<file path="config.mk">
export PLATFORM = sky130hd
export DESIGN_NAME = stage4_memory
export DESIGN_NICKNAME = d
export VERILOG_FILES = /design/src/rtl/stage4_memory_pkg.sv /design/src/rtl/stage4_memory_load_store_align.sv /design/src/rtl/stage4_memory.sv
export SDC_FILE = /design/constraint.sdc
export NUM_CORES = 1
export LEC_CHECK = 0
export ABC_AREA = 1
export CAP_MARGIN = 40
export CORE_MARGIN = 2
export CORE_UTILIZATION = 47
export DETAILED_ROUTE_END_ITERATION = 16
export GPL_ROUTABILITY_DRIVEN = 0
export PLACE_DENSITY = 0.81
export SLEW_MARGIN = 20
export SYNTH_ARGS = -nofsm -noshare
export SYNTH_HDL_FRONTEND = slang
export SYNTH_HIERARCHICAL = 1
export SYNTH_SLANG_ARGS = --single-unit
</file>
<file path="constraint.sdc">
create_clock -name clk -period 3.3 [get_ports clk]
set_clock_uncertainty 0.05 [all_clocks]
set_input_delay 0.66 -clock clk [delete_from_list [all_inputs] [get_ports clk]]
set_output_delay 0.66 -clock clk [all_outputs]
set_load 0.1 [all_outputs]
</file>
<file path="src/rtl/stage4_memory_pkg.sv">
// Shared types for the memory stage: bus payloads, FSM states and RV32I
// load/store funct3 encodings.
package stage4_memory_pkg;

    localparam int unsigned REGISTER_WIDTH = 32;
    localparam int unsigned BYTE_LANES     = REGISTER_WIDTH / 8;

    localparam logic [6:0] OPCODE_LOAD   = 7'b0000011;
    localparam logic [6:0] OPCODE_STORE  = 7'b0100011;
    localparam logic [6:0] OPCODE_OP_IMM = 7'b0010011;

    typedef enum logic [1:0] {
        IDLE = 2'd0,
        REQ  = 2'd1,
        RESP = 2'd2
    } mem_state_e;

    typedef enum logic [2:0] {
        LB  = 3'd0,
        LH  = 3'd1,
        LW  = 3'd2,
        LBU = 3'd4,
        LHU = 3'd5
    } load_funct3_e;

    typedef enum logic [2:0] {
        SB = 3'd0,
        SH = 3'd1,
        SW = 3'd2
    } store_funct3_e;

    typedef struct packed {
        logic [6:0] opcode;
        logic [4:0] rd;
        logic [2:0] funct3;
        logic [4:0] rs1;
        logic [4:0] rs2;
    } decoded_instruction_t;

    typedef struct packed {
        decoded_instruction_t      decoded_instruction;
        logic [REGISTER_WIDTH-1:0] rs1_value;
        logic [REGISTER_WIDTH-1:0] rs2_value;
        logic [REGISTER_WIDTH-1:0] alu_result;
        logic                      branch_taken;
        logic [REGISTER_WIDTH-1:0] branch_target;
    } execute_to_memory_t;

    typedef struct packed {
        decoded_instruction_t      decoded_instruction;
        logic [REGISTER_WIDTH-1:0] alu_result;
        logic [REGISTER_WIDTH-1:0] mem_result;
        logic                      branch_taken;
        logic [REGISTER_WIDTH-1:0] branch_target;
        logic                      misaligned;
    } memory_to_writeback_t;

endpackage

</file>
<file path="src/rtl/stage4_memory_load_store_align.sv">
// Combinational byte-lane steering for RV32I loads and stores.
// Ports: i_is_store selects store vs load decode; i_funct3/i_offset are the
// access width and address[1:0]; i_store_data/i_load_word are the raw words.
// o_wstrb/o_wdata drive the store lanes, o_misaligned flags bad alignment or
// unsupported funct3, o_load_result is the extracted, extended load value.
module stage4_memory_load_store_align
    import stage4_memory_pkg::*;
(
    input  logic                      i_is_store,
    input  logic [2:0]                i_funct3,
    input  logic [1:0]                i_offset,
    input  logic [REGISTER_WIDTH-1:0] i_store_data,
    input  logic [REGISTER_WIDTH-1:0] i_load_word,
    output logic [BYTE_LANES-1:0]     o_wstrb,
    output logic [REGISTER_WIDTH-1:0] o_wdata,
    output logic                      o_misaligned,
    output logic [REGISTER_WIDTH-1:0] o_load_result
);

    logic [4:0]  w_shamt;
    logic [15:0] w_lane;

    assign w_shamt = {i_offset, 3'b000};
    // Addressed byte/half moved down to bit 0.
    assign w_lane  = 16'(i_load_word >> w_shamt);

    always_comb begin
        o_wstrb       = '0;
        o_wdata       = i_store_data << w_shamt;
        o_misaligned  = 1'b1;
        o_load_result = '0;
        if (i_is_store) begin
            case (i_funct3)
                SB: begin
                    o_wstrb      = BYTE_LANES'(1) << i_offset;
                    o_misaligned = 1'b0;
                end
                SH: begin
                    o_wstrb      = BYTE_LANES'(3) << i_offset;
                    o_misaligned = i_offset[0];
                end
                SW: begin
                    o_wstrb      = '1;
                    o_misaligned = |i_offset;
                end
                default: o_misaligned = 1'b1;
            endcase
        end else begin
            case (i_funct3)
                LB: begin
                    o_load_result = {{(REGISTER_WIDTH-8){w_lane[7]}}, w_lane[7:0]};
                    o_misaligned  = 1'b0;
                end
                LBU: begin
                    o_load_result = {{(REGISTER_WIDTH-8){1'b0}}, w_lane[7:0]};
                    o_misaligned  = 1'b0;
                end
                LH: begin
                    o_load_result = {{(REGISTER_WIDTH-16){w_lane[15]}}, w_lane};
                    o_misaligned  = i_offset[0];
                end
                LHU: begin
                    o_load_result = {{(REGISTER_WIDTH-16){1'b0}}, w_lane};
                    o_misaligned  = i_offset[0];
                end
                LW: begin
                    o_load_result = i_load_word;
                    o_misaligned  = |i_offset;
                end
                default: o_misaligned = 1'b1;
            endcase
        end
    end

endmodule

</file>
<file path="src/rtl/stage4_memory.sv">
// Memory pipeline stage: passes ALU results through in one cycle and runs
// aligned loads/stores over a single-ported request/grant/rvalid bus.
// Ports: in_* valid/ready stream from execute, out_* valid/ready stream to
// writeback, dmem_* data-memory bus; rst is synchronous active-low.
module stage4_memory
    import stage4_memory_pkg::*;
(
    input  logic                      clk,
    input  logic                      rst,
    input  logic                      in_tvalid,
    output logic                      in_tready,
    input  execute_to_memory_t        in_tdata,
    output logic                      out_tvalid,
    input  logic                      out_tready,
    output memory_to_writeback_t      out_tdata,
    output logic                      dmem_req,
    output logic                      dmem_we,
    output logic [REGISTER_WIDTH-1:0] dmem_addr,
    output logic [REGISTER_WIDTH-1:0] dmem_wdata,
    output logic [BYTE_LANES-1:0]     dmem_wstrb,
    input  logic                      dmem_gnt,
    input  logic                      dmem_rvalid,
    input  logic [REGISTER_WIDTH-1:0] dmem_rdata
);

    mem_state_e                r_state, w_state_next;
    execute_to_memory_t        r_inst, w_inst_next;
    memory_to_writeback_t      r_out, w_out_next;
    logic                      r_out_valid, w_out_valid_next;
    logic                      r_req, w_req_next;
    logic                      r_we, w_we_next;
    logic [REGISTER_WIDTH-1:0] r_addr, w_addr_next;
    logic [REGISTER_WIDTH-1:0] r_wdata, w_wdata_next;
    logic [BYTE_LANES-1:0]     r_wstrb, w_wstrb_next;

    execute_to_memory_t        w_src;
    memory_to_writeback_t      w_result;
    logic                      w_is_load, w_is_store, w_is_mem, w_accept;
    logic [BYTE_LANES-1:0]     w_wstrb;
    logic [REGISTER_WIDTH-1:0] w_wdata, w_load_result;
    logic                      w_misaligned;
    logic                      w_unused;

    assign in_tready = (r_state == IDLE) && (!r_out_valid || out_tready);
    assign w_accept  = in_tvalid && in_tready;

    // Incoming instruction while idle, otherwise the one in flight.
    assign w_src      = (r_state == IDLE) ? in_tdata : r_inst;
    assign w_is_load  = (w_src.decoded_instruction.opcode == OPCODE_LOAD);
    assign w_is_store = (w_src.decoded_instruction.opcode == OPCODE_STORE);
    assign w_is_mem   = w_is_load || w_is_store;
    assign w_unused   = ^{w_src.rs1_value, w_src.rs2_value};

    stage4_memory_load_store_align u_align (
        .i_is_store   ((r_state == IDLE) && w_is_store),
        .i_funct3     (w_src.decoded_instruction.funct3),
        .i_offset     (w_src.alu_result[1:0]),
        .i_store_data (in_tdata.rs2_value),
        .i_load_word  (dmem_rdata),
        .o_wstrb      (w_wstrb),
        .o_wdata      (w_wdata),
        .o_misaligned (w_misaligned),
        .o_load_result(w_load_result)
    );

    // Writeback payload for whichever instruction completes this cycle.
    always_comb begin
        w_result                     = '0;
        w_result.decoded_instruction = w_src.decoded_instruction;
        w_result.alu_result          = w_src.alu_result;
        w_result.branch_taken        = w_src.branch_taken;
        w_result.branch_target       = w_src.branch_target;
        w_result.mem_result          = (r_state == RESP) ? w_load_result : '0;
        w_result.misaligned          = (r_state == IDLE) && w_is_mem && w_misaligned;
    end

    // Next-state and next-register values.
    always_comb begin
        w_state_next     = r_state;
        w_inst_next      = r_inst;
        w_out_next       = r_out;
        w_out_valid_next = r_out_valid && !out_tready;
        w_req_next       = r_req;
        w_we_next        = r_we;
        w_addr_next      = r_addr;
        w_wdata_next     = r_wdata;
        w_wstrb_next     = r_wstrb;
        case (r_state)
            IDLE: begin
                if (w_accept) begin
                    if (w_is_mem && !w_misaligned) begin
                        w_state_next = REQ;
                        w_inst_next  = in_tdata;
                        w_req_next   = 1'b1;
                        w_we_next    = w_is_store;
                        w_addr_next  = {in_tdata.alu_result[REGISTER_WIDTH-1:2], 2'b00};
                        w_wdata_next = w_wdata;
                        w_wstrb_next = w_is_store ? w_wstrb : '0;
                    end else begin
                        w_out_next       = w_result;
                        w_out_valid_next = 1'b1;
                    end
                end
            end
            REQ: begin
                if (dmem_gnt) begin
                    w_req_next   = 1'b0;
                    w_we_next    = 1'b0;
                    w_wstrb_next = '0;
                    if (r_we) begin
                        w_out_next       = w_result;
                        w_out_valid_next = 1'b1;
                        w_state_next     = IDLE;
                    end else begin
                        w_state_next = RESP;
                    end
                end
            end
            RESP: begin
                if (dmem_rvalid) begin
                    w_out_next       = w_result;
                    w_out_valid_next = 1'b1;
                    w_state_next     = IDLE;
                end
            end
            default: w_state_next = IDLE;
        endcase
    end

    // State and output registers.
    always_ff @(posedge clk) begin
        if (!rst) begin
            r_state     <= IDLE;
            r_inst      <= '0;
            r_out       <= '0;
            r_out_valid <= 1'b0;
            r_req       <= 1'b0;
            r_we        <= 1'b0;
            r_addr      <= '0;
            r_wdata     <= '0;
            r_wstrb     <= '0;
        end else begin
            r_state     <= w_state_next;
            r_inst      <= w_inst_next;
            r_out       <= w_out_next;
            r_out_valid <= w_out_valid_next;
            r_req       <= w_req_next;
            r_we        <= w_we_next;
            r_addr      <= w_addr_next;
            r_wdata     <= w_wdata_next;
            r_wstrb     <= w_wstrb_next;
        end
    end

    assign out_tvalid = r_out_valid;
    assign out_tdata  = r_out;
    assign dmem_req   = r_req;
    assign dmem_we    = r_we;
    assign dmem_addr  = r_addr;
    assign dmem_wdata = r_wdata;
    assign dmem_wstrb = r_wstrb;

endmodule

</file>
==> out/qor.yml, run 1 <==
floorplanning:
  die_h_um: 166
  die_x_um: 166
  io_pins: 387
  initial_core_util_pct: 47.6
  core_um2: 25800
  dieArea_um2: 27500
  std_cell_rows: 59
drt:
  vias: 12600
  wl_per_cell_um: 14.3
  drt_iter0_drc: 936
  vias_per_cell: 5.05
  drt_wl_total_mm: 35.8
  drc_errors: 0
  ant_nets: 0
  first_pass_iters: 6
layout:
  stdcell_count: 2502
  nets: 2336
  layout_commonest_cell: "nand2_1"
  fillCellCount: 2317
  final_cell_mix: "nand2_1 (458), nor2_1 (376), a21oi_1 (268)"
  area_delta_synth_final_pct: 32.3
  layout-drive-gt1-share_pct: 14.6
critical_path:
  cp_data_arrival_time_ps: 3370
  cp_max_fo: 83
  path_delay_family: "simple AND/OR/NAND/NOR gates"
  slowest_stage: "dfxtp_4"
  cp-end-kind: "flop"
  cp.required_ps: 3660
  path_buf_inv: 4
  cpPeakStageDelay_ps: 400
  start_kind: "flop"
  cp-startpoint: "r_state[1]$_SDFFE_PN0P_"
  worstReg2RegStart: "r_state[1]$_SDFFE_PN0P_"
  path_cells: "inv_2 > nand2_4 > or2_2 > o21ai_0 > inv_1 > nor2_1 > nand2_1 > inv_2 > o21ai_0 > o21ai_1 > nand2_1 > nor2_2 > nand3_4 > buf_12 > o21ai_0 > a21oi_1"
  worst-setup-path-type: "flop to flop"
  worst_path_most_repeated_cell: "o21ai_0"
sta:
  rsz0062_at_grt: "false"
  hold_viol: 0
  post-route-period-util_pct: 91.3
  setup_viol: 0
  slew_headroom_pct: 46.2
  tightestPinTransition_ps: 806
  period_needed_ps: 3010
  maxSlewViolCount: 0
  max_clock_freq_ghz: 0.332
global_routing:
  grt_pass1_vias: 11500
  antenna_found_initial: 3
  overflow: 0
  grt_max_degree: 198
  grt_usage_pct: 24.5
  grt_first_pass_wirelength_mm: 56.8
placement:
  port_buffers: 352
  dpl.hpwl_mm: 24.5
  placed_cells: 2448
synthesis:
  syn_avg_cell_area_um2: 6.55
  ys_seq_area_share_pct: 41.4
  async_flop_share_pct: 0
  synth-main-ff-cell: "dfxtp_1"
  yosys-top-cells-area: "dfxtp_1 (41%), nand2_1 (14%), nor2_1 (11%)"
  synth_area_um2: 12300
  ys_types: 38
  ys_ff_latch: 254
  synth_top_area_share_pct: 41.4
  yosysWarnings: 6
  synthCells: 1875
  synth_edf_count: 0
  yosysTopAreaCell: "dfxtp_1"
clock_tree:
  clockBufferDepth: 3
  clkSinkCount: 254
  cts_made_buffers: 28
  clk_latency_ps: 530
  tritoncts: "done"
  path_clk_slew_ps: 60
  cts-htree-levels: 1
  cts-root-buf: "clkbuf_16"
  cts_setup_buffers: 0
min_path:
  min_path_type: "flop to flop"
  hp-start: "r_inst[153]$_SDFFE_PN0P_"
power:
  powerDensity_nw_per_um2: 526
  power_w: 0.00856
  ir_drop_uv: 431
  leakagePower_nw: 7.28
flow_run:
  drv_cap: 0
outcome:
  status: "finished, final reports clean"
## metrics by stage
| step | TNS, ps | cell area, um^2 | hold slack (ps) | setup WS, ps | util (%) |
|---|---|---|---|---|---|
| after global routing | 0 | 16300 | 416 | 19.5 | 62.9 |
| after CTS | 0 | 16200 | 394 | 183 | 62.8 |
| final | 0 | 16300 | 394 | 286 | 62.9 |
| after global placement | 0 | 15300 | 381 | 26.3 | 59.3 |
| after floorplan | 0 | 12300 | 374 | 378 | - |
| after detailed placement | -2440 | 15300 | 385 | -68.9 | 59.3 |
## final timing paths
kind / slack (ps) / depth (start not counted) / to
worst max-delay path: 290 / 16 / r_inst[44]$_SDFFE_PN0P_
worst min-delay path: 390 / 2 / r_inst[153]$_SDFFE_PN0P_
worst max register to register: 290 / 16 / r_inst[44]$_SDFFE_PN0P_
worst min register to register: 390 / 2 / r_inst[153]$_SDFFE_PN0P_
## report_power, final
| part | leakage (nW) | switching (W) | internal, W |
|---|---|---|---|
| Clock | 0.446 | 0.00126 | 0.00182 |
| Sequential | 2.08 | 0.0000755 | 0.00321 |
| Combinational | 4.76 | 0.00160 | 0.000590 |
## worst register-to-register path, stage by stage (launching register included)
cell	delay, ps
dfxtp_4	400
inv_2	120
nand2_4	130
or2_2	290
o21ai_0	200
inv_1	160
nor2_1	130
nand2_1	100
inv_2	80
o21ai_0	110
o21ai_1	110
nand2_1	110
nor2_2	170
nand3_4	160
buf_12	230
o21ai_0	300
a21oi_1	70
## cell type report
type,count,area [um^2],area share (%)
Tap cell,335,419,2.58
Sequential cell,254,5090,31.3
Clock inverter,7,62.6,0.385
Multi-Input combinational cell,1300,5720,35.2
Clock buffer,45,846,5.20
Inverter,164,621,3.82
Antenna cell,1,2.50,0.0154
Timing Repair Buffer,396,3490,21.5
## state kept, by name (all words and copies together) (netlist names)
register    count
r_inst         90
dmem_wdata     32
out_tvalid      1
dmem_wstrb      4
out_tdata     123
dmem_we         1
r_state         2
dmem_req        1
## cell usage after synthesis, types with 2 or more instances
master / count
nand3_2: 2
o21ai_1: 6
nor2_8: 3
nand2_4: 3
clkbuf_1: 56
o21a_1: 3
o32ai_1: 7
or2_2: 6
o21bai_1: 5
buf_1: 7
inv_1: 155
nand2_1: 459
inv_2: 6
inv_4: 2
nor2_4: 2
buf_2: 46
o211ai_1: 14
nor3_1: 7
o22ai_1: 2
nand3_1: 14
dfxtp_1: 254
nand2_2: 4
a22oi_1: 9
o21ai_0: 99
buf_6: 13
nor2_1: 376
a21oi_1: 268
buf_4: 37
## metal layers
layer / up-vias / GRT usage [%] / wire length, um
met2: 503 / 42.4 / 16800
met5: - / 0 / 27
met3: 79 / 6.98 / 3190
li1: 6395 / - / -
met4: 4 / 8.02 / 1090
met1: 5658 / 29.2 / 14600
## timing repair
action,4_1_cts,5_1_grt
gates resized for setup,0,4
setup endpoints to repair,0,95
hold buffers,0,0
## cell families after synthesis
kind of cell,count (synthesis),synth area share [%]
AO/OA/AOI/OAI,415,17.9
buffers and inverters,323,12.3
flip-flops,254,41.4
other,1,0.0305
AND/OR/NAND/NOR,882,28.4
Power figures use the tool's default switching activity.
==> run 2, diff against run 1 <==
--- a/config.mk
+++ b/config.mk
@@ -5,10 +5,9 @@
 export SDC_FILE = /design/constraint.sdc
 export NUM_CORES = 1
 export LEC_CHECK = 0
-export ABC_AREA = 1
 export CAP_MARGIN = 40
 export CORE_MARGIN = 2
-export CORE_UTILIZATION = 47
+export CORE_UTILIZATION = 48
 export DETAILED_ROUTE_END_ITERATION = 16
 export GPL_ROUTABILITY_DRIVEN = 0
 export PLACE_DENSITY = 0.81
==> run 2 against run 1 <==
Net effect: core utilization increased by 0.52 points; worst setup slack got worse by 35 ps; sequential share of layout area shrank 1.3 points; non-clock buffer count shrank 7; synthesized area up 5.3%; final area is 4.3% higher; register-to-register slack improved by 40 ps; maximum frequency fell by 1.1%; global-route usage decreased by 1.3 points; combinational power fell by 29%; hold slack gained 9.3 ps; critical path type is now flop to output port; sequential cell count stayed put.
==> out/qor.yml, run 2 <==
clock_tree:
  post_cts_resized: 0  # unchanged
  tritoncts: "done"
  cts-htree-levels: 1  # unchanged
  cts-root-buf: "clkbuf_16"
  cts_setup_buffers: 0  # unchanged
  clkSinkCount: 254  # unchanged
  clk_latency_ps: 540  # about the same
  clockBufferDepth: 3  # unchanged
  cts_made_buffers: 28  # unchanged
  holdBufCountCts: 0  # unchanged
  path_clk_slew_ps: 60  # about the same
drt:
  drt_iter0_drc: 656  # -30%
  first_pass_iters: 5  # -1
  drt_wl_total_mm: 34.3  # -4.1%
  wl_per_cell_um: 16.4  # +15%
  vias_per_cell: 5.23  # +3.5%
  route.met2.wl_mm: 16.2  # -3.7%
  wl_met3_mm: 2.94  # -7.9%
  drc_errors: 0  # unchanged
  vias: 10900  # -14%
  ant_nets: 0  # unchanged
  top_layer: "met4"
  met1_length_mm: 14.0  # -3.9%
critical_path:
  cp_data_arrival_time_ps: 2340  # -1030 ps
  cp_max_fo: 55  # -34%
  cp-end-kind: "output port"
  cp.required_ps: 2590  # -1070 ps
  worstReg2RegStart: "r_state[1]$_SDFFE_PN0P_"
  cp-startpoint: "r_state[1]$_SDFFE_PN0P_"
  worst-setup-path-type: "flop to output port"
  start_kind: "flop"
synthesis:
  ys_ff_latch: 254  # unchanged
  synth_most_common_cell: "nand2_1"
  synth-main-ff-cell: "dfxtp_1"
  yosysWarnings: 6  # unchanged
  synth_area_um2: 12900  # +5.3%
  synth_edf_count: 0  # unchanged
  syn_avg_cell_area_um2: 8.86  # +35%
  ys_types: 51  # +34%
  synthCells: 1461  # -22%
  synth_common_cells: "nand2_1 (518), mux2i_1 (260), dfxtp_1 (254), mux2_2 (92), clkbuf_1 (66)"
  async_flop_share_pct: 0  # unchanged
  ys_seq_area_share_pct: 39.3  # -2.1 points
  synth_top_area_share_pct: 39.3  # -2.1 points
  yosys-top-cells-area: "dfxtp_1 (39%), mux2i_1 (20%), nand2_1 (15%)"
  yosysTopAreaCell: "dfxtp_1"
global_routing:
  grt_first_pass_wirelength_mm: 54.2  # -4.6%
  antenna_found_initial: 0  # -3
  grt_pass1_vias: 10700  # -7.1%
  grt_usage_pct: 23.1  # -1.3 points
  overflow: 0  # unchanged
  grt_max_degree: 106  # -46%
sta:
  maxSlewViolCount: 0  # unchanged
  tightestPinTransition_ps: 800  # -5.91 ps
  slew_headroom_pct: 46.6  # +0.39 points
  setup_viol: 0  # unchanged
  max_clock_freq_ghz: 0.328  # -1.1%
  hold_viol: 0  # unchanged
  rsz0062_at_grt: "false"
  timing.final.ws_setup_ps: 251  # -34.7 ps
  post-route-period-util_pct: 92.4  # +1.1 points
  period_needed_ps: 3050  # +34.7 ps
placement:
  port_buffers: 352  # unchanged
  dpl_cell_area_um2: 16000  # +4.2%
  dpl.hpwl_mm: 23.7  # -3.3%
  pre_cts_ws_ps: -34.3  # +34.7 ps
layout:
  layout_commonest_cell: "nand2_1"
  fillCellCount: 2196  # -5.2%
  diodes: 0  # -1
  fin_area_um2: 17000  # +4.3%
  nets: 1923  # -18%
  layout-drive-gt1-share_pct: 22.9  # +8.2 points
  postLayoutCoreUtil_pct: 63.4  # +0.52 points
  seqCellArea_um2: 5080  # -0.15%
  final_cell_mix: "nand2_1 (518), mux2i_1 (260), dfxtp_1 (254)"
  area_delta_synth_final_pct: 31.0
  largest_reg_flops: 123  # unchanged
  multi_input_area_um2: 6940  # +21%
power:
  leakagePower_nw: 7.12  # -2.2%
  ir_drop_uv: 384  # -11%
  netSwitchingFraction_pct: 29.0  # -5.3 points
  sequentialPowerShare_pct: 39.5  # +1.1 points
  power_w: 0.00807  # -5.7%
  power_frac_clock_pct: 41.3  # +5.3 points
  combinationalPowerShare_pct: 19.2  # -6.4 points
  p_int_w: 0.00573  # +1.9%
  p_sw_w: 0.00234  # -20%
  powerDensity_nw_per_um2: 476  # -9.6%
min_path:
  min_path_type: "flop to flop"
  hp-start: "dmem_wdata[28]$_SDFFE_PN0P_"
floorplanning:
  io_pins: 387  # unchanged
  std_cell_rows: 60  # +1.7%
  initial_core_util_pct: 48.4  # +0.87 points
  die_x_um: 168  # +1.5%
  die_h_um: 168  # +1.5%
  core_um2: 26700  # +3.4%
  dieArea_um2: 28300  # +3.1%
outcome:
  status: "finished, final reports clean"
flow_run:
  drv_cap: 0  # unchanged
run 2: cell types whose count changed after synthesis, sizes merged, moves of 13 or more:
cell	previous run	this run
nor2	382	23
mux2i	0	261
a21oi	269	30
inv	163	6
mux2	0	99
o21ai	105	15
nand2	466	518
buf	103	84
o211ai	14	0
nor2b	0	13
run 2: cell families (layout without fill, tap and decap cells):
group,count (synthesis),count (layout),synth area share (%)
flops,254,254,39.3
buf+inv,156,444,7.37
simple gates,591,591,18.4
other cells,1,2,0.0290
compound gates,92,92,4.88
mux,367,367,30.1
run 2: area by class of cell:
type / instances / area share [%]
Sequential cell: 254 / 30.0
Multi-Input combinational cell: 1052 / 41.0
Clock inverter: 10 / 0.923
Tap cell: 341 / 2.52
Clock buffer: 39 / 4.92
Inverter: 6 / 0.133
Timing Repair Buffer: 389 / 20.6
run 2: final timing paths:
path                                  to  slack (ps)  depth (start not counted)
max                            in_tready         250                          4
min          dmem_wdata[28]$_SDFFE_PN0P_         400                          2
max reg2reg   out_tdata[47]$_SDFFE_PN0P_         330                         10
min reg2reg  dmem_wdata[28]$_SDFFE_PN0P_         400                          2
run 2: power by group through the flow:
stage / clock network, W / logic (W) / registers (W)
floorplan: 0 / 0.000531 / 0.00381
global placement: 0 / 0.00152 / 0.00325
detailed placement: 0 / 0.00154 / 0.00326
CTS: 0.00341 / 0.00155 / 0.00319
global route: 0.00352 / 0.00162 / 0.00320
finish: 0.00334 / 0.00155 / 0.00319
run 2: critical path, stage by stage, from the launching register on:
cell,delay (ps)
dfxtp_1,330
nor2_4,270
buf_4,690
and2_1,280
buf_12,180
run 2: routing by layer:
| layer | up-vias | GRT usage, % |
|---|---|---|
| met5 | - | 0 |
| met4 | 0 | 7.65 |
| met3 | 77 | 6.32 |
| met2 | 381 | 40.3 |
| met1 | 5089 | 27.5 |
| li1 | 5382 | - |
run 2: per-stage QoR:
step / instances / setup TNS, ps / hold WS, ps
floorplan: 1462 / 0 / 382
global placement: 2042 / 0 / 389
detailed placement: 2042 / -64.1 / 399
CTS: 2091 / 0 / 408
global route: 2091 / 0 / 423
finish: 2091 / 0 / 404
==> run 3, diff against run 2 <==
--- a/config.mk
+++ b/config.mk
@@ -10,6 +10,7 @@
 export CORE_UTILIZATION = 48
 export DETAILED_ROUTE_END_ITERATION = 16
 export GPL_ROUTABILITY_DRIVEN = 0
+export MAX_ROUTING_LAYER = met4
 export PLACE_DENSITY = 0.81
 export SLEW_MARGIN = 20
 export SYNTH_ARGS = -nofsm -noshare
==> run 3 against run 2 <==
Net effect: register-to-register slack better by 20 ps; global-route usage up 0.74 points; power about the same; critical endpoint unchanged; highest routed layer unchanged.
==> out/qor.yml, run 3 (same netlist as run 2, synthesis figures left out) <==
layout:
  postLayoutCoreUtil_pct: 63.4  # unchanged
  area_delta_synth_final_pct: 31.0  # unchanged
  multi_input_area_um2: 6940  # unchanged
  diodes: 0  # unchanged
  fillCellCount: 2196  # unchanged
  seqCellArea_um2: 5080  # unchanged
  layout_commonest_cell: "nand2_1"
  nets: 1923  # unchanged
  final_cell_mix: "nand2_1 (518), mux2i_1 (260), dfxtp_1 (254)"
  fin_area_um2: 17000  # unchanged
  layout-drive-gt1-share_pct: 22.9  # unchanged
  largest_reg_flops: 123  # unchanged
clock_tree:
  holdBufCountCts: 0  # unchanged
  cts-htree-levels: 1  # unchanged
  post_cts_resized: 0  # unchanged
  cts_setup_buffers: 0  # unchanged
  clk_latency_ps: 540  # about the same
  tritoncts: "done"
  clkSinkCount: 254  # unchanged
  cts-root-buf: "clkbuf_16"
  clockBufferDepth: 3  # unchanged
  path_clk_slew_ps: 60  # about the same
  cts_made_buffers: 28  # unchanged
critical_path:
  worst-setup-path-type: "flop to output port"
  cp-end-kind: "output port"
  path_cells: "nor2_4 > buf_4 > and2_1 > buf_12"
  path_buf_inv: 2  # unchanged
  cp_max_fo: 55  # unchanged
  path_delay_family: "buffers and inverters"
  cp_data_arrival_time_ps: 2350  # about the same
  slowest_stage: "buf_4"
  cpPeakStageDelay_ps: 690  # about the same
  start_kind: "flop"
  cp.required_ps: 2590  # about the same
outcome:
  status: "finished, final reports clean"
placement:
  dpl_cell_area_um2: 16000  # unchanged
  pre_cts_ws_ps: -34.3  # unchanged
  dpl.hpwl_mm: 23.7  # unchanged
  port_buffers: 352  # unchanged
sta:
  hold_viol: 0  # unchanged
  setup_viol: 0  # unchanged
  tns_ps: 0  # unchanged
  max_clock_freq_ghz: 0.327  # -0.19%
  slew_headroom_pct: 46.8  # +0.16 points
  post-route-period-util_pct: 92.6  # +0.18 points
  tightestPinTransition_ps: 798  # -2.45 ps
  timing.final.ws_setup_ps: 245  # -5.83 ps
  period_needed_ps: 3060  # +5.82 ps
  rsz0062_at_grt: "false"
  maxSlewViolCount: 0  # unchanged
global_routing:
  grt_first_pass_wirelength_mm: 54.2  # -0.11%
  overflow: 0  # unchanged
  grt_max_degree: 106  # unchanged
  grt_pass1_vias: 10700  # -0.019%
  grt_usage_pct: 23.9  # +0.74 points
  antenna_found_initial: 0  # unchanged
power:
  sequentialPowerShare_pct: 39.5  # about the same
  combinationalPowerShare_pct: 19.2  # about the same
  p_sw_w: 0.00235  # +0.26%
  powerDensity_nw_per_um2: 476  # about the same
  leakagePower_nw: 7.12  # unchanged
  p_int_w: 0.00573  # about the same
  power_frac_clock_pct: 41.4  # about the same
  power_w: 0.00808  # about the same
  ir_drop_uv: 383  # -0.27%
  netSwitchingFraction_pct: 29.1  # +0.054 points
flow_run:
  drv_cap: 0  # unchanged
floorplanning:
  core_um2: 26700  # unchanged
  die_x_um: 168  # unchanged
  std_cell_rows: 60  # unchanged
  dieArea_um2: 28300  # unchanged
  initial_core_util_pct: 48.4  # unchanged
  die_h_um: 168  # unchanged
  io_pins: 387  # unchanged
drt:
  drc_errors: 0  # unchanged
  drt_iter0_drc: 740  # +13%
  drt_wl_total_mm: 34.4  # +0.12%
  first_pass_iters: 5  # unchanged
  vias_per_cell: 5.24  # +0.19%
  ant_nets: 0  # unchanged
  wl_per_cell_um: 16.4  # +0.12%
  vias: 11000  # +0.19%
min_path:
  min_path_type: "flop to flop"
run 3: cell counts in the layout (fill, tap and decap cells not counted):
No cell type changed its count.
run 3: area by class of cell:
type                            instances  area share (%)
Clock buffer                           39            4.92
Sequential cell                       254            30.0
Inverter                                6           0.133
Tap cell                              341            2.52
Clock inverter                         10           0.923
Multi-Input combinational cell       1052            41.0
Timing Repair Buffer                  389            20.6
run 3: final timing paths:
path | start | to | cells past startpoint | slack, ps
worst min register to register | dmem_wdata[28]$_SDFFE_PN0P_ | dmem_wdata[28]$_SDFFE_PN0P_ | 2 | 400
worst min-delay path | dmem_wdata[28]$_SDFFE_PN0P_ | dmem_wdata[28]$_SDFFE_PN0P_ | 2 | 400
worst max-delay path | r_state[1]$_SDFFE_PN0P_ | in_tready | 4 | 240
worst max register to register | r_state[1]$_SDFFE_PN0P_ | out_tdata[98]$_SDFFE_PN0P_ | 8 | 350
run 3: tightest hold or removal path: cells and delay by family (launching register included):
kind / cells / cell delay [ps]
multiplexers: 1 / 50
flip-flops: 1 / 310
AND/OR/NAND/NOR: 1 / 50
run 3: power by group through the flow:
stage	Sequential (W)	Clock [W]	Combinational, W
after floorplan	0.00381	0	0.000531
after global placement	0.00325	0	0.00152
after detailed placement	0.00326	0	0.00154
after CTS	0.00319	0.00341	0.00155
after global routing	0.00320	0.00352	0.00162
final	0.00319	0.00334	0.00155
run 3: metal layers:
| layer | part of all wire, % | vias up | routed length, um | GRT usage, % |
|---|---|---|---|---|
| met3 | 8.2 | 78 | 2830 | 5.74 |
| met4 | 3.1 | 0 | 1080 | 7.65 |
| met5 | 0 | - | 0 | - |
| li1 | - | 5380 | - | - |
| met2 | 47 | 386 | 16200 | 40.2 |
| met1 | 42 | 5106 | 14300 | 28.2 |
run 3: per-stage QoR:
| stage | hold WS [ps] | cells |
|---|---|---|
| global placement | 389 | 2042 |
| global route | 423 | 2091 |
| detailed placement | 399 | 2042 |
| finish | 404 | 2091 |
| floorplan | 382 | 1462 |
| CTS | 408 | 2091 |
